### src/rtl/dct_pkg.sv
// Shared DCT datapath types: operand/product widths, sign-magnitude records
// and the state encoding used by the sequential sign-magnitude units.
package dct_pkg;

    localparam int MAG_W  = 10;
    localparam int PROD_W = 20;

    typedef struct packed {
        logic             sign;
        logic [MAG_W-1:0] mag;
    } sm_operand_t;

    typedef struct packed {
        logic              sign;
        logic [PROD_W-1:0] mag;
    } sm_product_t;

    typedef enum logic [1:0] {
        IDLE = 2'd0,
        CALC = 2'd1,
        DONE = 2'd2
    } div_state_t;

endpackage

### src/rtl/sm_div_step.sv
// One restoring-division step: shift in the next dividend bit, trial-subtract
// the divisor, keep the difference only when it did not go negative.
module sm_div_step
    import dct_pkg::*;
#(
    parameter int VW = MAG_W
) (
    input  logic [VW:0]   part_rem,
    input  logic          next_bit,
    input  logic [VW-1:0] divisor,
    output logic [VW:0]   new_rem,
    output logic          quot_bit
);

    logic [VW:0] shifted;
    logic [VW:0] trial;

    // The incoming partial remainder is always below the divisor, so its MSB
    // is zero and the shift loses nothing.
    assign shifted  = {part_rem[VW-1:0], next_bit};
    assign trial    = shifted - {1'b0, divisor};
    assign quot_bit = (shifted >= {1'b0, divisor});
    assign new_rem  = quot_bit ? trial : shifted;

endmodule

### src/rtl/sm_divider.sv
// Sequential sign-magnitude restoring divider, one quotient bit per cycle,
// valid/ready handshake on both operand and result sides.
module sm_divider
    import dct_pkg::*;
#(
    parameter int DW = PROD_W,
    parameter int VW = MAG_W
) (
    input  logic          clk,
    input  logic          rst,
    input  logic          in_valid,
    output logic          in_ready,
    input  logic [DW-1:0] dividend,
    input  logic          dividend_sign,
    input  logic [VW:0]   divisor,
    output logic          out_valid,
    input  logic          out_ready,
    output logic [DW-1:0] quotient,
    output logic          quot_sign,
    output logic [VW-1:0] remainder,
    output logic          rem_sign,
    output logic          div_zero
);

    localparam int CW = $clog2(DW + 1);

    localparam logic [1:0] S_IDLE = IDLE;
    localparam logic [1:0] S_CALC = CALC;
    localparam logic [1:0] S_DONE = DONE;

    logic [1:0]    state;
    logic [CW-1:0] count;
    logic [DW-1:0] dvd_q;
    logic [VW-1:0] dvs_q;
    logic [VW:0]   rem_q;
    logic [DW-1:0] quo_q;
    logic          qs_q;
    logic          rs_q;

    logic [VW:0]   step_rem;
    logic          step_bit;
    logic [DW-1:0] next_quo;

    sm_div_step #(.VW(VW)) u_step (
        .part_rem (rem_q),
        .next_bit (dvd_q[DW-1]),
        .divisor  (dvs_q),
        .new_rem  (step_rem),
        .quot_bit (step_bit)
    );

    assign next_quo  = {quo_q[DW-2:0], step_bit};
    assign in_ready  = (state == S_IDLE);
    assign out_valid = (state == S_DONE);

    // NOTE: every register here is sequential state, so all updates use
    // non-blocking assignments; blocking ones would race the step logic.
    always_ff @(posedge clk) begin
        if (rst) begin
            state     <= S_IDLE;
            count     <= '0;
            dvd_q     <= '0;
            dvs_q     <= '0;
            rem_q     <= '0;
            quo_q     <= '0;
            qs_q      <= 1'b0;
            rs_q      <= 1'b0;
            quotient  <= '0;
            quot_sign <= 1'b0;
            remainder <= '0;
            rem_sign  <= 1'b0;
            div_zero  <= 1'b0;
        end else begin
            case (state)
                S_IDLE: begin
                    if (in_valid) begin
                        dvd_q <= dividend;
                        dvs_q <= divisor[VW-1:0];
                        rem_q <= '0;
                        quo_q <= '0;
                        qs_q  <= dividend_sign ^ divisor[VW];
                        rs_q  <= dividend_sign;
                        if (divisor[VW-1:0] == '0) begin
                            // Negative-zero divisor lands here too: saturate.
                            state     <= S_DONE;
                            quotient  <= '1;
                            quot_sign <= dividend_sign ^ divisor[VW];
                            remainder <= dividend[VW-1:0];
                            rem_sign  <= dividend_sign && (dividend[VW-1:0] != '0);
                            div_zero  <= 1'b1;
                        end else begin
                            state <= S_CALC;
                            count <= CW'(DW);
                        end
                    end
                end
                S_CALC: begin
                    rem_q <= step_rem;
                    dvd_q <= {dvd_q[DW-2:0], 1'b0};
                    quo_q <= next_quo;
                    count <= count - 1'b1;
                    if (count == CW'(1)) begin
                        state     <= S_DONE;
                        quotient  <= next_quo;
                        quot_sign <= qs_q && (next_quo != '0);
                        remainder <= step_rem[VW-1:0];
                        rem_sign  <= rs_q && (step_rem[VW-1:0] != '0);
                        div_zero  <= 1'b0;
                    end
                end
                S_DONE: begin
                    if (out_ready) begin
                        state <= S_IDLE;
                    end
                end
                default: state <= S_IDLE;
            endcase
        end
    end

endmodule
### config.mk
export PLATFORM = sky130hd
export DESIGN_NAME = sm_divider
export DESIGN_NICKNAME = d
export VERILOG_FILES = /design/src/rtl/dct_pkg.sv /design/src/rtl/sm_div_step.sv /design/src/rtl/sm_divider.sv
export SDC_FILE = /design/constraint.sdc
export NUM_CORES = 1
export LEC_CHECK = 0
export ABC_AREA = 1
export BUFFER_PORTS_ARGS = -buffer_cell sky130_fd_sc_hd__buf_2
export CAP_MARGIN = 20
export CORE_ASPECT_RATIO = 0.9
export CORE_UTILIZATION = 45
export CTS_BUF_LIST = sky130_fd_sc_hd__clkbuf_4
export DETAILED_ROUTE_END_ITERATION = 7
export SYNTH_ARGS = -nofsm -noshare
export SYNTH_HDL_FRONTEND = slang
export SYNTH_HIERARCHICAL = 1
export SYNTH_SLANG_ARGS = --single-unit
### constraint.sdc
create_clock -name clk -period 2.5 [get_ports clk]
set_input_delay 0.5 -clock clk [delete_from_list [all_inputs] [get_ports clk]]
set_output_delay 0.5 -clock clk [all_outputs]
set_load 0.05 [all_outputs]
==> out/metrics.yaml <==
dp_slack_ns: 0.2171
crit_end: "quot_sign"
synth_nets: 795
antenna_found_initial: 0
comb_power_share_pct: 40.3
arrival_ns: 2.67
clockBufferDepth: 2
post-route-min-period_ns: 2.311
core_area_um2: 10950
fp-row-count: 36
insertion_delay_ns: 0.45
worst_pin_slew_ns: 0.7743
internal_power_mw: 2.793
crit_fanout: 5
dp_cells: 935
fp.dieH_um: 103.2
globalplace.congestion: 0.8602
wl_mm: 12.74
powerDensity_nw_per_um2: 826.6
layout.nets: 849
cpPeakStageDelay_ns: 0.44
fp.dieW_um: 114.4
p_sw_mw: 1.936
stdcell_area_um2: 5720
crit_cells: 16
maxCapViolCount: 0
cts-root-buf: "clkbuf_4"
fin_setup_tns_ns: 0
maxSlewHeadroom_pct: 48.30
fp.dieArea_um2: 11810
rr_endpoint: "quot_sign"
worst_setup_path_start_kind: "register"
crit_top_cell: "nor2_1"
stdcell_count: 957
end_kind: "register"
regArea_um2: 2024
vias_per_cell: 4.963
hold_path_class: "input port to register"
path_class: "register to register"
start_util_pct: 46.76
fin_ws_ns: 0.1892
fin_total_pwr_mw: 4.729
path_buf_inv: 2
drt_iter0_drc: 277
skew_ns: 0.01296
final_util_pct: 52.26
avgRoutedWirePerCell_um: 13.32
grt_max_degree: 54
io_buffers: 70
path_cells: "ha_1 > nand2_2 > inv_1 > a21oi_2 > nand2_2 > nand2_2 > nand2_2 > buf_4 > nor2_2 > nand2_1 > nor2_1 > nand2_1 > nor2_1 > nor2_1 > nor2_1 > nor2_1"
antenna_left: 0
rr_worst_depth: 16
p_leak_nw: 2.549
hold_violations: 0
r2r-start: "rem_q[4]"
outcome: "finished clean"
crit_family: "simple AND/OR/NAND/NOR gates"
ys_warn_count: 6
post_dp_cell_area_um2: 5489
clkSlewWorstSetupHoldPaths_ns: 0.15
crit_start: "rem_q[4]"
syn_area_um2: 5119
fin_crit_sh_pct: 92.43
drc: 0
rsz0062_at_grt: "no"
clkPwrFrac_pct: 19.9
multi_input_area_um2: 2567
cts_tree: "built"
antennaDiodeCount: 0
fmax_mhz: 432.7
synthCells: 746
grt_pass1_wl_mm: 20.91
h-tree-depth: 3
grt_use_total_pct: 22.60
p_sw_share_pct: 40.94
slowest_stage: "dfxtp_1"
holdWs_ns: 0.2975
dp_hpwl_mm: 9.079
finalMaxSlewViolations: 0
vias: 4750
cts_buffers: 9
drive_gt1_share_pct: 18.63
ios: 71
grt_pass1_vias: 4271
grt_overflow_total: 0
ir_worst_vdd_mv: 0.4681
cp.required_ns: 2.86
finalSetupViolCount: 0
n_fill_cell: 1142
cts.sinks: 101
area_growth_pct: 11.76
hold_buffers: 0
p_seq_share_pct: 39.8
syn_area_per_cell_um2: 6.861
dr.pass1.iters: 5
ff2ff_setup_slack_ns: 0.19
==> state kept, by name, indices dropped and copies added, names as in the netlist, 2 cells and up <==
name and count:
quo_q 19, remainder 10, count 5, dvs_q 10, state 2, dvd_q 20, rem_q 10, quotient 20
==> worst register-to-register path, stage by stage, from the launching register on <==
cell     delay, ns
dfxtp_1       0.44
ha_1          0.32
nand2_2       0.12
inv_1         0.05
a21oi_2       0.16
nand2_2       0.09
nand2_2       0.10
nand2_2       0.12
buf_4         0.18
nor2_2        0.13
nand2_1       0.08
nor2_1        0.08
nand2_1       0.06
nor2_1        0.12
nor2_1        0.06
nor2_1        0.08
nor2_1        0.04
==> layout make-up <==
class,instances,area share (%)
repair buffers,82,7.918
multi-input cells,518,44.88
clock buffers,9,1.181
inverters,88,5.774
well taps,152,3.325
flip-flops and latches,101,35.39
clock inverters,7,1.531
==> per-layer routing <==
layer	up-vias	routed length (um)	global-route usage (%)
met1	2156	6421	32.29
met3	12	583	3.904
li1	2481	-	-
met2	101	5544	35.06
met4	0	193	6.593
met5	-	0	0
==> power groups by stage <==
stage / Sequential, mW / Combinational [mW] / Clock, mW
floorplan: 2.12 / 1.22 / 0
global placement: 1.91 / 1.75 / 0
detailed placement: 1.92 / 1.76 / 0
CTS: 1.88 / 1.76 / 0.984
global route: 1.90 / 2.12 / 1.04
finish: 1.88 / 1.90 / 0.943
==> worst min path at each step <==
stage / from / to / slack (ns) / cells after the start
6_report: out_ready / state[1] / 0.30 / 4
5_1_grt: dividend[19] / dvd_q[19] / 0.27 / 3
4_1_cts: out_ready / state[1] / 0.27 / 4
3_5_place_dp: quotient[10] / quotient[10] / 0.43 / 2
3_3_place_gp: quotient[19] / quotient[19] / 0.43 / 2
2_1_floorplan: quo_q[18] / quo_q[18] / 0.44 / 2
==> cells in the final DEF (no fill, tap or decap) <==
cell type and n:
clkbuf_4 9, o21ai_1 1, or2_0 1, nor2_1 65, bufinv_16 2, clkinv_1 1
inv_6 1, inv_2 6, nand3_2 4, buf_4 11, a21oi_1 58, nor2_2 6
clkinv_2 3, nand3_1 28, a31oi_1 18, buf_2 70, fa_2 1, o21bai_1 2
nand2_2 7, o21ai_0 35, a21oi_2 16, dfxtp_1 99, ha_1 9, xnor2_1 1
nor3_1 1, buf_12 1, a21oi_4 1, nand2_4 2, ha_2 3, nand4_1 22
nor3_2 1, or2_2 2, o21ai_4 1, xor2_1 3, nand2_1 228, nand3b_1 1
o21bai_4 1, dfxtp_2 2, inv_1 82
==> timing repair <==
item	in CTS	in global routing
resized for setup	0	14
endpoints found under the hold margin	0	0
setup buffers	0	5
endpoints found under the setup margin	0	6
Power figures use the tool's default switching activity.
